### config.mk
export PLATFORM = sky130hd
export DESIGN_NAME = storebuf_drain_sched
export DESIGN_NICKNAME = d
export VERILOG_FILES = /design/src/rtl/storebuf_drain_sched.sv
export SDC_FILE = /design/constraint.sdc
export NUM_CORES = 1
export LEC_CHECK = 0
export BUFFER_PORTS_ARGS = -buffer_cell sky130_fd_sc_hd__buf_2
export CORE_UTILIZATION = 52
export DETAILED_ROUTE_END_ITERATION = 10
export PLACE_DENSITY = 0.89
export RECOVER_POWER = 100
export REMOVE_ABC_BUFFERS = 1
export SYNTH_ARGS = -nofsm -noshare
export SYNTH_HDL_FRONTEND = slang
export SYNTH_SLANG_ARGS = --single-unit
### constraint.sdc
create_clock -name clk -period 9.7 [get_ports clk]
set_clock_uncertainty 0.05 [all_clocks]
set_input_delay 1.94 -clock clk [delete_from_list [all_inputs] [get_ports clk]]
set_output_delay 1.94 -clock clk [all_outputs]
set_load 0.05 [all_outputs]
### src/rtl/storebuf_drain_sched.sv
// storebuf_drain_sched
//
// Committed-store buffer and write-port scheduler for the data memory.
// Up to two committed stores are accepted per cycle and kept in order in a
// circular queue. Up to two stores drain per cycle onto the two memory write
// ports. Two stores that fall in the same 32-bit word never drain together,
// because both ports merge against the pre-edge memory word.
//
// Optional feature macro: STBUF_FWD_EN
//   When defined, a youngest-first store-to-load forwarding lookup is built.
//   When undefined, fwd_hit, fwd_conflict and fwd_data are tied to 0.
//
// Ports
//   clk, reset               clock; asynchronous active-high reset
//   push1/2, paddr1/2,
//   pdata1/2, psize1/2       committed stores (push1 older than push2)
//   full, empty, count, err  queue status; err is sticky
//   drain_en                 permits memory writes this cycle
//   dwe1/2, dwaddr1/2,
//   dwdata1/2, dwsize1/2     memory write ports (port 1 = head entry)
//   ldaddr                   load address for forwarding lookup
//   fwd_hit, fwd_conflict,
//   fwd_data                 forwarding result

module storebuf_drain_sched #(
  parameter int ENTRY_NUM = 4,
  parameter int ADDR_LEN  = 32,
  parameter int DATA_LEN  = 32
) (
  input  logic                         clk,
  input  logic                         reset,
  input  logic                         push1,
  input  logic                         push2,
  input  logic [ADDR_LEN-1:0]          paddr1,
  input  logic [ADDR_LEN-1:0]          paddr2,
  input  logic [DATA_LEN-1:0]          pdata1,
  input  logic [DATA_LEN-1:0]          pdata2,
  input  logic [1:0]                   psize1,
  input  logic [1:0]                   psize2,
  output logic                         full,
  output logic                         empty,
  output logic [$clog2(ENTRY_NUM):0]   count,
  output logic                         err,
  input  logic                         drain_en,
  output logic                         dwe1,
  output logic                         dwe2,
  output logic [ADDR_LEN-1:0]          dwaddr1,
  output logic [ADDR_LEN-1:0]          dwaddr2,
  output logic [DATA_LEN-1:0]          dwdata1,
  output logic [DATA_LEN-1:0]          dwdata2,
  output logic [1:0]                   dwsize1,
  output logic [1:0]                   dwsize2,
  input  logic [ADDR_LEN-1:0]          ldaddr,
  output logic                         fwd_hit,
  output logic                         fwd_conflict,
  output logic [DATA_LEN-1:0]          fwd_data
);

  localparam int PTR_W = $clog2(ENTRY_NUM);
  localparam int CNT_W = PTR_W + 1;

  logic [ADDR_LEN-1:0] addr_q [ENTRY_NUM];
  logic [DATA_LEN-1:0] data_q [ENTRY_NUM];
  logic [1:0]          size_q [ENTRY_NUM];

  logic [PTR_W-1:0] head_q, head_d, tail_q, tail_d;
  logic [PTR_W-1:0] headNext, wrPtr2;
  logic [CNT_W-1:0] count_q, count_d, numAcc, numDrn;
  logic             err_q, err_d;
  logic             acc1, acc2, fullInt;

  // Full means fewer than two free slots, so a dual push can always land.
  assign fullInt  = (count_q >= CNT_W'(ENTRY_NUM - 1));
  assign full     = fullInt;
  assign empty    = (count_q == '0);
  assign count    = count_q;
  assign err      = err_q;
  assign headNext = head_q + PTR_W'(1);

  // Same-word pairs drain one per cycle: both ports merge against the old word.
  assign dwe1 = drain_en && (count_q != '0);
  assign dwe2 = drain_en && (count_q >= CNT_W'(2)) &&
                (addr_q[headNext][ADDR_LEN-1:2] != addr_q[head_q][ADDR_LEN-1:2]);

  assign dwaddr1 = dwe1 ? addr_q[head_q]   : '0;
  assign dwdata1 = dwe1 ? data_q[head_q]   : '0;
  assign dwsize1 = dwe1 ? size_q[head_q]   : '0;
  assign dwaddr2 = dwe2 ? addr_q[headNext] : '0;
  assign dwdata2 = dwe2 ? data_q[headNext] : '0;
  assign dwsize2 = dwe2 ? size_q[headNext] : '0;

  // Push acceptance and pointer/count bookkeeping. A dropped push1 lets
  // push2 take the tail slot itself so the queue stays dense.
  always_comb begin
    acc1    = push1 && !fullInt && (psize1 != 2'd3);
    acc2    = push2 && !fullInt && (psize2 != 2'd3);
    err_d   = err_q ||
              (push1 && (fullInt || (psize1 == 2'd3))) ||
              (push2 && (fullInt || (psize2 == 2'd3)));
    numAcc  = CNT_W'(acc1) + CNT_W'(acc2);
    numDrn  = CNT_W'(dwe1) + CNT_W'(dwe2);
    count_d = count_q + numAcc - numDrn;
    head_d  = head_q + numDrn[PTR_W-1:0];
    tail_d  = tail_q + numAcc[PTR_W-1:0];
    wrPtr2  = tail_q + PTR_W'(acc1);
  end

  // Queue storage and control registers.
  always_ff @(posedge clk or posedge reset) begin
    if (reset) begin
      head_q  <= '0;
      tail_q  <= '0;
      count_q <= '0;
      err_q   <= 1'b0;
      for (int i = 0; i < ENTRY_NUM; i++) begin
        addr_q[i] <= '0;
        data_q[i] <= '0;
        size_q[i] <= '0;
      end
    end else begin
      head_q  <= head_d;
      tail_q  <= tail_d;
      count_q <= count_d;
      err_q   <= err_d;
      if (acc1) begin
        addr_q[tail_q] <= paddr1;
        data_q[tail_q] <= pdata1;
        size_q[tail_q] <= psize1;
      end
      if (acc2) begin
        addr_q[wrPtr2] <= paddr2;
        data_q[wrPtr2] <= pdata2;
        size_q[wrPtr2] <= psize2;
      end
    end
  end

`ifdef STBUF_FWD_EN
  logic [PTR_W-1:0] fwdSlot;

  // Walk oldest to youngest; a later match overrides, so the youngest wins.
  // Anything other than an aligned word store can only partly cover the load.
  always_comb begin
    fwd_hit      = 1'b0;
    fwd_conflict = 1'b0;
    fwd_data     = '0;
    fwdSlot      = head_q;
    for (int i = 0; i < ENTRY_NUM; i++) begin
      fwdSlot = head_q + PTR_W'(i);
      if ((CNT_W'(i) < count_q) &&
          (addr_q[fwdSlot][ADDR_LEN-1:2] == ldaddr[ADDR_LEN-1:2])) begin
        if ((size_q[fwdSlot] == 2'd2) && (addr_q[fwdSlot][1:0] == 2'b00)) begin
          fwd_hit      = 1'b1;
          fwd_conflict = 1'b0;
          fwd_data     = data_q[fwdSlot];
        end else begin
          fwd_hit      = 1'b0;
          fwd_conflict = 1'b1;
          fwd_data     = '0;
        end
      end
    end
  end
`else
  logic ldaddr_unused;

  assign ldaddr_unused = ^ldaddr;
  assign fwd_hit       = 1'b0;
  assign fwd_conflict  = 1'b0;
  assign fwd_data      = '0;
`endif

endmodule
# Yosys cells after proc, flatten, opt, wreduce, memory -nomap -nowiden
# Cells that the tools add are included.
[word_totals]
input_bits = 169
register_bits = 272
word_cells = 103
output_inout_bits = 174
[op_classes]
eq_ne = 5
muxes = 44
magnitude_cmp = 8
bitwise_logic = 4
add_sub_neg = 8
reduce_logical = 18
[op_table]
columns = ["op", "n"]
rows = [
  ["128-bit bitwise mux", 4],
  ["128-bit two-way mux", 4],
  ["32-bit two-way mux", 14],
  ["32-bit binary-select mux with 2-bit select", 4],
  ["32-bit demux with 2-bit select", 2],
  ["30-bit != test", 1],
  ["8-bit bitwise mux", 2],
  ["2-bit two-way mux", 8],
  ["8-bit two-way mux", 2],
  ["3-bit >= comparator (second input constant)", 4],
  ["2-bit NOT with 3-bit output", 4],
  ["1-bit logical AND", 11],
  ["2-bit binary-select mux with 2-bit select", 2],
  ["2-bit demux with 2-bit select", 2],
  ["3-bit by 2-bit >= comparator with 1-bit output (second input constant)", 2],
  ["3-bit by 1-bit < comparator with 1-bit output (second input constant)", 2],
  ["1-bit by 1-bit adder with 2-bit output", 2],
  ["2-bit adder", 2],
  ["2-bit equality test (second input constant)", 2],
  ["1-bit logical OR", 4],
  ["2-bit != test (second input constant)", 2],
  ["3-bit by 2-bit adder with 3-bit output", 1],
  ["3-bit zero test", 1],
  ["3-bit nonzero test", 1],
  ["4 further kinds", 4],
]

# Logic depth before layout (Yosys ltp)
# Gate-level depths: netlist of the first run.
[logic_depth]
word_depth = 12
mapped_depth = 18
ltp_nobuf = 14

# Least setup slack after synthesis of the first run
# OpenSTA, ideal clock, no wires.
[synth_path]
path_type = "input -> output"
start = "input drain_en"
end = "output dwaddr1[24]"
t_required_ps = 7710
slack_ps = 4568
cell_stages = 4
arrival_ps = 3142
path_cell_list = "nand2b_1 -> clkbuf_1 -> clkbuf_1 -> nor2b_1"
[synth_between]
elab_chain_len = 2
[synth_lines]
columns = ["element", "line_no", "text"]
rows = [
  ["start: declaration", "44", "input logic drain_en,"],
  ["1-bit logical AND", "81", "assign dwe1 = drain_en && (count_q != '0);"],
  ["32-bit two-way mux", "85", "assign dwaddr1 = dwe1 ? addr_q[head_q] : '0;"],
  ["end: declaration", "47", "output logic [ADDR_LEN-1:0] dwaddr1,"],
]
# Every way passes these cells.

# Worst setup path in the final report of the first run
[layout_path]
start = "input psize1[1]"
end = "register data_q[87] in the netlist's numbering"
[layout_between]
elab_chain_len = 10
[layout_lines]
columns = ["element", "line_no", "text"]
rows = [
  ["start: declaration", "38", "input logic [1:0] psize1,"],
  ["2-bit != test (*)", "95", "acc1 = push1 && !fullInt && (psize1 != 2'd3);"],
  ["1-bit logical AND (*)", "95", ""],
  ["2-bit by 1-bit adder with 2-bit output", "105", "wrPtr2 = tail_q + PTR_W'(acc1);"],
  ["2-bit NOT with 3-bit output (implied by the code)", "132", "data_q[wrPtr2] <= pdata2;"],
  ["3-bit >= comparator (implied by the code) or 3-bit by 1-bit < comparator with 1-bit output (tied branches)", "132", ""],
  ["1-bit logical AND (implied by the code)", "132", ""],
  ["32-bit two-way mux (implied by the code)", "132", ""],
  ["32-bit demux with 2-bit select", "132", ""],
  ["128-bit bitwise mux", "132", ""],
  ["128-bit two-way mux (*)", "130", "if (acc2) begin"],
  ["end signal: indexed assignment", "127", "data_q[tail_q] <= pdata1;"],
  ["end signal: indexed assignment", "132", ""],
  ["end: declaration", "63", "logic [DATA_LEN-1:0] data_q [ENTRY_NUM];"],
]
# Every way passes the cells marked *; elsewhere a longest branch is shown, timed or not.

==> flow_metrics.tcl, run 1 <==
set metrics [dict create \
    critical_path_class "input pin to register" \
    synthToLayoutAreaGrowth_pct 12.06 \
    synth_sequential_area_ratio_pct 37.35 \
    design.final.nets 2104 \
    crit_path_max_fanout 78 \
    clkLatencyLatePin_ns 0.56 \
    final_max_slew_viol_count 770 \
    placed_cell_areas_um2 19690 \
    p_per_area_nw_per_um2 423.4 \
    critical_path.top_delay_family "buffers and inverters" \
    antenna_violating_nets_post_route 0 \
    numPortBuffers 276 \
    detail_route.wl_per_cell_um 21.38 \
    post_cts_resize_count 0 \
    rsz0062_at_grt "false" \
    synth.top_cells.by_area "sky130_fd_sc_hd__dfrtp_1, sky130_fd_sc_hd__mux2i_1, sky130_fd_sc_hd__mux4_2" \
    ioPinCount 343 \
    drtPass1Iterations 6 \
    post_route_cells_drive_above_1_share_pct 17.16 \
    worst_hold_slack_ns 0.4577 \
    cts_made_buffers 31 \
    violations "max-capacitance violations, max-slew violations" \
    core_um2 34540 \
    antenna_found_initial 10 \
    cp_num_buf_inv 3 \
    cts-root-to-sink-buffers 3 \
    clkSlewWorstSetupHoldPaths_ns 0.06 \
    post-route-period-util_pct 79.46 \
    grt_pass1_vias 14710 \
    outcome "finished, violations left" \
    routabilityCongestion 0.8806 \
    final.setup.tns_ns 0 \
    postLayoutCoreUtil_pct 59.12 \
    grt_pass1_wl_mm 80.42 \
    synth.avg_cell_area_um2 10.48 \
    pin_count_of_the_biggest_net_entering_global_routing 139 \
    final.fill_count 2830 \
    yosys.cell_types.count 51 \
    synth_area_leader_cell "sky130_fd_sc_hd__dfrtp_1" \
    die_h_um 189.2 \
    timing.critical_path.required_ns 10.10 \
    stdcell_area_um2 20420 \
    detail_route.drc_violations 0 \
    totalPowerFinal_mw 8.646 \
    async_reset_ff_share_pct 100.0 \
    critPathCaptureType "register" \
    timing.final.hold_violations 0 \
    floorplan.initialDensity_pct 52.76 \
    postSynthRegisterBits 272 \
    cap_violations 11 \
    ys_dominant_reg_cell "sky130_fd_sc_hd__dfrtp_1" \
    die_area_um2 35800 \
    timing.critical_path.arrival_ns 8.11 \
    globalRouteTotalUtil_pct 28.43 \
    total_leakage_power_nw 9.437 \
    crit_path_time_final_ns 7.708 \
    crit_slowest_cell "sky130_fd_sc_hd__clkbuf_1" \
    syn-instance-count 1739 \
    chipWidth_um 189.2 \
    viasPerCell 6.124 \
    drt_iter0_drc 1258 \
    detailroute.via_count 14750 \
    timing.hold.worst.class "register to register" \
    critical_path_cell_by_cell "clkbuf_1, a21oi_1, nand2_1, inv_1, ha_1, xor2_1, nor2_1, nand2_1, clkbuf_1, nor2_1, a21oi_1" \
    cp_slowest_stage_delay_ns 2.82 \
    clock_tree.root_cell "sky130_fd_sc_hd__clkbuf_16" \
    detailed_place_hpwl_mm 31.75 \
    drt-total-wl_mm 51.51 \
    syn-cell-area_um2 18220 \
    cts_num_sinks 272 \
    cts.htree.levels 1 \
    postCtsHoldBufs 0 \
    synth.top_cell.area_share_pct 37.35 \
    setup_viol 0 \
    timing_worst_slew_pin_value_ns 6.267 \
    achievable-frequency_mhz 129.7 \
    max-vdd-ir-drop_mv 0.3238 \
    post_cts.repair.setup_buffers 0 \
    setup.worst_path.start_class "input pin" \
    yosysWarningCount 0 \
    synth-edff-count 0 \
    tritoncts_clock_tree "done" \
    maxSlewHeadroom_pct -317.8 \
    globalRouteOverflowTotal 0 \
    fp-row-count 68 \
]
tightest hold or removal path, stage by stage, from the launching register on:
cell                      delay, ns
sky130_fd_sc_hd__dfrtp_1       0.35
sky130_fd_sc_hd__nor2_1        0.05
sky130_fd_sc_hd__o21ai_0       0.07
Yosys cell counts, drive strengths merged, types with 2 or more instances:
| cell | count |
|---|---|
| ha | 7 |
| mux4 | 132 |
| buf | 79 |
| dfrtp | 272 |
| a41oi | 2 |
| xor2 | 29 |
| fa | 2 |
| nor2 | 270 |
| nor3 | 5 |
| o31ai | 2 |
| or4 | 2 |
| nand4 | 8 |
| o221ai | 2 |
| o211ai | 2 |
| a21oi | 271 |
| nor4 | 3 |
| inv | 23 |
| nor2b | 139 |
| nand3 | 4 |
| o22ai | 9 |
| clkbuf | 94 |
| mux2i | 299 |
| a22oi | 7 |
| xnor2 | 40 |
| o311ai | 2 |
| nand2 | 6 |
| o21ai | 2 |
| nand2b | 8 |
cell usage in the layout, fill, tap and decap left out, types with 9 or more instances in the layout:
cell                        netlist  layout
sky130_fd_sc_hd__a21oi_1        271     271
sky130_fd_sc_hd__buf_2           15     137
sky130_fd_sc_hd__buf_4           36      11
sky130_fd_sc_hd__clkbuf_1        93     152
sky130_fd_sc_hd__clkbuf_16        0      31
sky130_fd_sc_hd__conb_1           1      34
sky130_fd_sc_hd__dfrtp_1        272     270
sky130_fd_sc_hd__inv_1           23      22
sky130_fd_sc_hd__mux2i_1        299     299
sky130_fd_sc_hd__mux4_2         132     132
sky130_fd_sc_hd__nor2_1         270     270
sky130_fd_sc_hd__nor2b_1        139     139
sky130_fd_sc_hd__o22ai_1          9       9
sky130_fd_sc_hd__xnor2_1         40      40
sky130_fd_sc_hd__xor2_1          29      29
path summary, 6_finish.rpt:
path,from,endpoint,slack [ns],cells past startpoint
worst max-delay path,psize1[1],data_q[87],1.99,11
worst min-delay path,err,err,0.46,2
worst max register to register,count[1],data_q[87],2.88,11
worst min register to register,err,err,0.46,2
max in group asynchronous,reset,addr_q[30],3.20,3
min in group asynchronous,reset,addr_q[96],3.18,2
where the power goes:
| group | internal [mW] | switching [mW] | total (mW) |
|---|---|---|---|
| clock | 0.646 | 0.476 | 1.12 |
| sequential | 1.74 | 0.725 | 2.47 |
| combinational | 2.15 | 2.90 | 5.05 |
| total | 4.54 | 4.10 | 8.65 |
registers in the layout, indices dropped and copies added, names as in the netlist:
| signal | cells |
|---|---|
| addr_q | 128 |
| count | 3 |
| data_q | 128 |
| err | 1 |
| head_q | 2 |
| size_q | 8 |
| tail_q | 2 |
cell type report:
type	instances	area, um2	share of cell area, %
multi-input combinational	1304	10640	52.11
tap	455	569.3	2.788
antenna	8	20.02	0.09803
timing repair buffer	294	1333	6.525
inverter	23	87.58	0.4289
clock buffer	43	870.8	4.264
clock inverter	10	86.33	0.4227
sequential	272	6814	33.37
logic make-up after synthesis:
group | Yosys count | synth area share [%]
simple gates | 449 | 11.60
mux | 431 | 32.73
compound gates | 312 | 9.193
flops | 272 | 37.35
buf+inv | 196 | 5.094
xor+xnor | 69 | 3.316
fa+ha+maj | 9 | 0.7002
other cells | 1 | 0.02058
metal layers:
metal	GRT usage, %	vias to the layer above	wire length (um)
met2	46.46	730	24790
met5	0	-	40
met1	37.52	7336	20200
li1	-	6552	-
met3	7.006	128	5212
met4	8.468	6	1263
metrics by stage:
stage,worst slack [ns],cells
after global placement,3.547,2348
after detailed placement,3.444,2348
after CTS,2.793,2401
after global routing,1.533,2405
final,1.992,2409
after floorplan,-3.443,1599
Note: power is estimated with default switching activity, not from simulation.
==> run 2, diff against run 1 <==
--- a/config.mk
+++ b/config.mk
@@ -6,9 +6,9 @@
 export NUM_CORES = 1
 export LEC_CHECK = 0
 export BUFFER_PORTS_ARGS = -buffer_cell sky130_fd_sc_hd__buf_2
-export CORE_UTILIZATION = 52
+export CORE_UTILIZATION = 54
 export DETAILED_ROUTE_END_ITERATION = 10
-export PLACE_DENSITY = 0.89
+export PLACE_DENSITY = 0.88
 export RECOVER_POWER = 100
 export REMOVE_ABC_BUFFERS = 1
 export SYNTH_ARGS = -nofsm -noshare
==> constraint.sdc (replaced) <==
create_clock -name clk -period 8 [get_ports clk]
set_clock_uncertainty 0.05 [all_clocks]
set_input_delay 1.6 -clock clk [delete_from_list [all_inputs] [get_ports clk]]
set_output_delay 1.6 -clock clk [all_outputs]
set_load 0.05 [all_outputs]
==> run 2 against run 1 <==
Net effect:
- the run still ends with max-capacitance violations, max-slew violations left
- first-iteration DRC count is 22% lower
- total power is 21% higher
- routed wire length down 1.7%
- global-route usage increased by 0.45 points
- clock power is 25% higher
- highest routed layer unchanged
- clock-buffer cell count rose by 4
- final cell count down 0.50%
- flip-flop and latch count unchanged
- non-clock buffer count fell by 3
- via count up 0.51%
- die area shrank 3.7%
- hold slack got worse by 0.0019 ns
- largest cell class unchanged
==> flow_metrics.tcl, run 2 (synthesis gave the netlist of run 1 again) <==
set metrics [dict create \
    globalRouteOverflowTotal 0 \
    timing_worst_slew_pin_value_ns 5.007 \
    achievable-frequency_mhz 143.2 \
    design.final.nets 2101 \
    outcome "finished, violations left" \
    critical_path_cell_by_cell "nor2b_1, a22oi_1, o22ai_1, or4_1, or4_1, o31ai_4, buf_4, nor2b_1, clkbuf_1" \
    detail_route.drc_violations 0 \
    rsz0062_at_grt "false" \
    multi_input_gate_area_in_the_final_layout_um2 10660 \
    worst_hold_slack_ns 0.4558 \
    grt_pass1_wl_mm 77.94 \
    detailed_place_hpwl_mm 31.39 \
    total_leakage_power_nw 9.496 \
    setup.worst_path.start_class "register" \
    clkLatencyLatePin_ns 0.58 \
    critical_path_class "register to output port" \
    placed_cell_areas_um2 19690 \
    violations "max-capacitance violations, max-slew violations" \
    drtPass1Iterations 6 \
    drt_iter0_drc 987 \
    die_area_um2 34490 \
    cap_violations 8 \
    timing.critical_path.arrival_ns 5.34 \
    postCtsHoldBufs 0 \
    timing.critical_path.required_ns 6.35 \
    layout.cells.most_common "sky130_fd_sc_hd__mux2i_1" \
    synthToLayoutAreaGrowth_pct 12.37 \
    routabilityCongestion 0.8388 \
    area_taken_by_flip_flops_and_latches_um2 6812 \
    mostFrequentLayoutCells "sky130_fd_sc_hd__mux2i_1, sky130_fd_sc_hd__a21oi_1, sky130_fd_sc_hd__nor2_1, sky130_fd_sc_hd__dfrtp_1, sky130_fd_sc_hd__clkbuf_1" \
    p_per_area_nw_per_um2 512.2 \
    fp-row-count 66 \
    globalRouteTotalUtil_pct 28.88 \
    stdcell_area_um2 20480 \
    timing.final.hold_violations 0 \
    pin_count_of_the_biggest_net_entering_global_routing 142 \
    max-vdd-ir-drop_mv 0.3623 \
    final_max_slew_viol_count 643 \
    cts.htree.levels 1 \
    crit_path_time_final_ns 6.985 \
    antenna_violating_nets_post_route 0 \
    post_cts.repair.setup_buffers 0 \
    critPathCaptureType "output port" \
    ioPinCount 343 \
    post_route_cells_drive_above_1_share_pct 17.53 \
    viasPerCell 6.186 \
    detail_route.wl_per_cell_um 21.13 \
    postLayoutCoreUtil_pct 62.31 \
    numPortBuffers 276 \
    cp_slowest_stage_delay_ns 1.40 \
    chipWidth_um 185.7 \
    cts_num_sinks 272 \
    clock_tree.root_cell "sky130_fd_sc_hd__clkbuf_16" \
    detailroute.via_count 14830 \
    post-route-period-util_pct 87.31 \
    drt-total-wl_mm 50.65 \
    floorplan.initialDensity_pct 55.45 \
    post_cts_resize_count 0 \
    core_um2 32870 \
    final.fill_count 2628 \
    biggest_regs "addr_q (128), data_q (128), size_q (8)" \
    clkSlewWorstSetupHoldPaths_ns 0.06 \
    maxSlewHeadroom_pct -233.8 \
    cts_made_buffers 31 \
    die_h_um 185.7 \
    antenna_found_initial 12 \
    tritoncts_clock_tree "done" \
    grt_pass1_vias 14780 \
    setup_viol 0 \
    cts-root-to-sink-buffers 3 \
    timing.hold.worst.class "register to register" \
    crit_slowest_cell "sky130_fd_sc_hd__dfrtp_2" \
    crit_path_max_fanout 53 \
]
[run 2: cell types whose count changed in the layout (fill, tap and decap cells not counted), moves of 2 or more]
cell / delta
sky130_fd_sc_hd__clkinvlp_4: -3
sky130_fd_sc_hd__buf_2: +2
sky130_fd_sc_hd__diode_2: +2
sky130_fd_sc_hd__buf_12: +2
sky130_fd_sc_hd__clkbuf_2: +4
sky130_fd_sc_hd__clkbuf_8: +4
sky130_fd_sc_hd__buf_4: -3
sky130_fd_sc_hd__clkbuf_1: -8
[run 2: per-stage QoR]
stage,power [mW],setup TNS [ns],std cells,setup slack [ns]
after floorplan,8.118,-778.48,1599,-5.121
after global placement,8.855,0,2332,2.271
after detailed placement,9.127,0,2332,2.118
after CTS,10.57,0,2387,1.499
after global routing,11.04,0,2394,0.6815
final,10.49,0,2397,1.015
[run 2: worst paths after layout]
check,from,to,slack [ns],cells past startpoint
setup / recovery,head_q[0],dwaddr2[6],1.01,9
hold / removal,err,err,0.46,2
hold reg to reg,err,err,0.46,2
setup reg to reg,head_q[0],count[2],1.93,15
min in group asynchronous,reset,data_q[114],2.87,2
max in group asynchronous,reset,data_q[34],2.15,2
[run 2: area by class of cell]
cell class                      instances  share of cell area, %
Clock inverter                          8                 0.3544
Tap cell                              442                  2.700
Multi-Input combinational cell       1304                  52.03
Timing Repair Buffer                  291                  6.592
Inverter                               23                 0.4216
Sequential cell                       272                  33.26
Clock buffer                           47                  4.521
Antenna cell                           10                 0.1222
[run 2: per-layer routing]
| layer | up-vias | share of wire, % | global-route usage, % |
|---|---|---|---|
| met5 | - | 0.091 | 0 |
| met3 | 138 | 8.5 | 6.594 |
| li1 | 6572 | - | - |
| met2 | 685 | 49 | 48.30 |
| met1 | 7424 | 39 | 35.73 |
| met4 | 8 | 3.9 | 12.82 |
[run 2: worst max-delay path: cells and delay by family, from the launching register on]
kind | cells | cell delay, ns
compound gates | 3 | 0.79
buf+inv | 2 | 0.87
flops | 1 | 1.40
simple gates | 4 | 1.67
[run 2: where the power goes]
part	switching, mW	internal (mW)	leakage [nW]	total, mW
logic	3.47	2.60	5.89	6.07
registers	0.904	2.11	3.11	3.01
clock network	0.581	0.822	0.498	1.40
total	4.95	5.54	9.50	10.5
==> run 3, diff against run 2 <==
--- a/config.mk
+++ b/config.mk
@@ -6,9 +6,9 @@
 export NUM_CORES = 1
 export LEC_CHECK = 0
 export BUFFER_PORTS_ARGS = -buffer_cell sky130_fd_sc_hd__buf_2
-export CORE_UTILIZATION = 54
+export CORE_UTILIZATION = 25
 export DETAILED_ROUTE_END_ITERATION = 10
-export PLACE_DENSITY = 0.88
+export PLACE_DENSITY = 0.52
 export RECOVER_POWER = 100
 export REMOVE_ABC_BUFFERS = 1
 export SYNTH_ARGS = -nofsm -noshare
==> run 3 against run 2 <==
Net effect:
- the flow still finishes with violations (max-capacitance violations, max-slew violations)
- first-iteration DRC count is 3.0% higher
- fmax grew 7.8%
- clock-buffer cell count up 6
- flip-flop and latch count is the same
- critical path depth unchanged
- die area is 110% higher
- combinational power increased by 2%
- design area grew 4.6%
- clock power grew 24%
==> flow_metrics.tcl, run 3 (synthesis gave the netlist of run 1 again) <==
set metrics [dict create \
    grt_pass1_wl_mm 90.51 \
    violations "max-capacitance violations, max-slew violations" \
    setup.worst_path.start_class "register" \
    detail_route.drc_violations 0 \
    drt-total-wl_mm 59.43 \
    tritoncts_clock_tree "done" \
    floorplan.initialDensity_pct 25.36 \
    detailed_place_hpwl_mm 37.46 \
    postLayoutCoreUtil_pct 29.81 \
    globalRouteTotalUtil_pct 15.83 \
    cts-root-to-sink-buffers 3 \
    post-place-ws_ns 2.016 \
    holdPathStages 2 \
    post_cts_resize_count 0 \
    core_um2 71850 \
    layout.cells.most_common "sky130_fd_sc_hd__mux2i_1" \
    antenna_found_initial 19 \
    design.final.nets 2114 \
    cts_num_sinks 272 \
    seqPwrFrac_pct 27.2 \
    p_per_area_nw_per_um2 508.3 \
    p_clk_share_pct 15.9 \
    drt_iter0_drc 1017 \
    timing_worst_slew_pin_value_ns 3.937 \
    timing.critical_path.required_ns 6.35 \
    maxSlewHeadroom_pct -162.5 \
    placed_cell_areas_um2 20390 \
    worst_hold_path.endpoint "err" \
    ff2ff_setup_slack_ns 2.18 \
    post_layout_nonfiller_instances 2918 \
    totalPowerFinal_mw 10.89 \
    crit_path_time_final_ns 6.480 \
    clkSlewWorstSetupHoldPaths_ns 0.06 \
    cts.htree.levels 2 \
    routabilityCongestion 0.7909 \
    detailroute.via_count 14270 \
    post-route-period-util_pct 80.99 \
    final_max_slew_viol_count 545 \
    timing.final.hold_violations 0 \
    rr_endpoint "data_q[93]" \
    setup_slack_ns 1.520 \
    max-vdd-ir-drop_mv 0.2692 \
    outcome "finished, violations left" \
    cts_made_buffers 37 \
    detail_route.wl_per_cell_um 20.36 \
    clock_tree.root_cell "sky130_fd_sc_hd__clkbuf_16" \
    setup_viol 0 \
    cap_violations 9 \
    die_area_um2 73980 \
    pin_count_of_the_biggest_net_entering_global_routing 141 \
    stdcell_area_um2 21420 \
    rsz0062_at_grt "false" \
    drtPass1Iterations 5 \
    post_cts.repair.setup_buffers 0 \
    placed_cells_incl_taps 2847 \
    timing.critical_path.arrival_ns 4.83 \
    total_leakage_power_nw 9.639 \
    antenna_violating_nets_post_route 0 \
    cell_internal_pwr_mw 5.802 \
    worst_hold_slack_ns 0.4525 \
    grt_pass1_vias 14640 \
    timing.hold.worst.class "register to register" \
    critPathCaptureType "output port" \
    swShare_pct 46.71 \
    crit_path_max_fanout 67 \
    multi_input_gate_area_in_the_final_layout_um2 10660 \
    ioPinCount 343 \
    chipWidth_um 272 \
    numPortBuffers 276 \
    final.setup.tns_ns 0 \
    power.combinational.fraction_pct 56.9 \
    timing.hold.worst.start "err" \
    achievable-frequency_mhz 154.3 \
    globalRouteOverflowTotal 0 \
    viasPerCell 4.889 \
    worstRegToRegCells 11 \
    biggest_regs "addr_q (128), data_q (128), size_q (8)" \
    final.fill_count 7585 \
    synthToLayoutAreaGrowth_pct 17.51 \
    post_route_cells_drive_above_1_share_pct 18.11 \
    clkLatencyLatePin_ns 0.54 \
    fp-row-count 98 \
    critical_path_class "register to output port" \
    regToRegStartpoint "count[1]" \
    total_switching_power_mw 5.085 \
    die_h_um 272 \
    postCtsHoldBufs 0 \
    area_taken_by_flip_flops_and_latches_um2 6814 \
    mostFrequentLayoutCells "sky130_fd_sc_hd__mux2i_1, sky130_fd_sc_hd__a21oi_1, sky130_fd_sc_hd__nor2_1, sky130_fd_sc_hd__dfrtp_1, sky130_fd_sc_hd__clkbuf_1" \
]
[run 3: cell types whose count changed in the layout (fill, tap and decap cells not counted), moves of 2 or more]
cell	previous run	this run
sky130_fd_sc_hd__diode_2	10	8
sky130_fd_sc_hd__clkbuf_1	144	146
sky130_fd_sc_hd__buf_4	8	13
sky130_fd_sc_hd__bufinv_16	1	4
sky130_fd_sc_hd__clkbuf_8	9	7
sky130_fd_sc_hd__clkbuf_16	31	39
[run 3: power by group through the flow]
stage	clock network, mW	registers, mW	logic (mW)
floorplan	0	2.94	5.18
global placement	0	2.90	6.25
detailed placement	0	2.97	6.32
CTS	1.79	2.95	6.34
global route	1.85	3.08	6.66
finish	1.73	2.96	6.19
[run 3: final cells by class]
class	count	area share, %
multi-input combinational	1304	49.75
sequential	272	31.82
timing repair buffer	298	6.514
tap	950	5.550
clock buffer	53	5.129
clock inverter	10	0.7361
inverter	23	0.4089
antenna	8	0.09347
[run 3: critical path, stage by stage (launching register included)]
cell	delay (ns)
sky130_fd_sc_hd__dfrtp_4	0.76
sky130_fd_sc_hd__buf_12	0.45
sky130_fd_sc_hd__mux2i_1	0.28
sky130_fd_sc_hd__xnor2_1	0.10
sky130_fd_sc_hd__nor4_1	0.50
sky130_fd_sc_hd__a41oi_1	0.37
sky130_fd_sc_hd__o31ai_4	0.86
sky130_fd_sc_hd__buf_12	0.40
sky130_fd_sc_hd__nor2b_1	0.09
sky130_fd_sc_hd__clkbuf_1	0.37
[run 3: metal layers]
| metal | global-route usage, % | share of wire (%) |
|---|---|---|
| met5 | 0 | 0.11 |
| met4 | 4.465 | 2.0 |
| met3 | 4.055 | 6.9 |
| met2 | 25.97 | 48 |
| met1 | 20.51 | 43 |
[run 3: worst max path at each step]
stage | depth (start not counted) | endpoint | startpoint
3_3_place_gp | 10 | dwaddr2[9] | head_q[0]
6_report | 9 | dwaddr2[13] | head_q[0]
5_1_grt | 10 | dwaddr2[12] | head_q[0]
2_1_floorplan | 14 | count[2] | head_q[0]
4_1_cts | 10 | dwdata2[31] | head_q[0]
3_5_place_dp | 10 | dwdata2[31] | head_q[0]
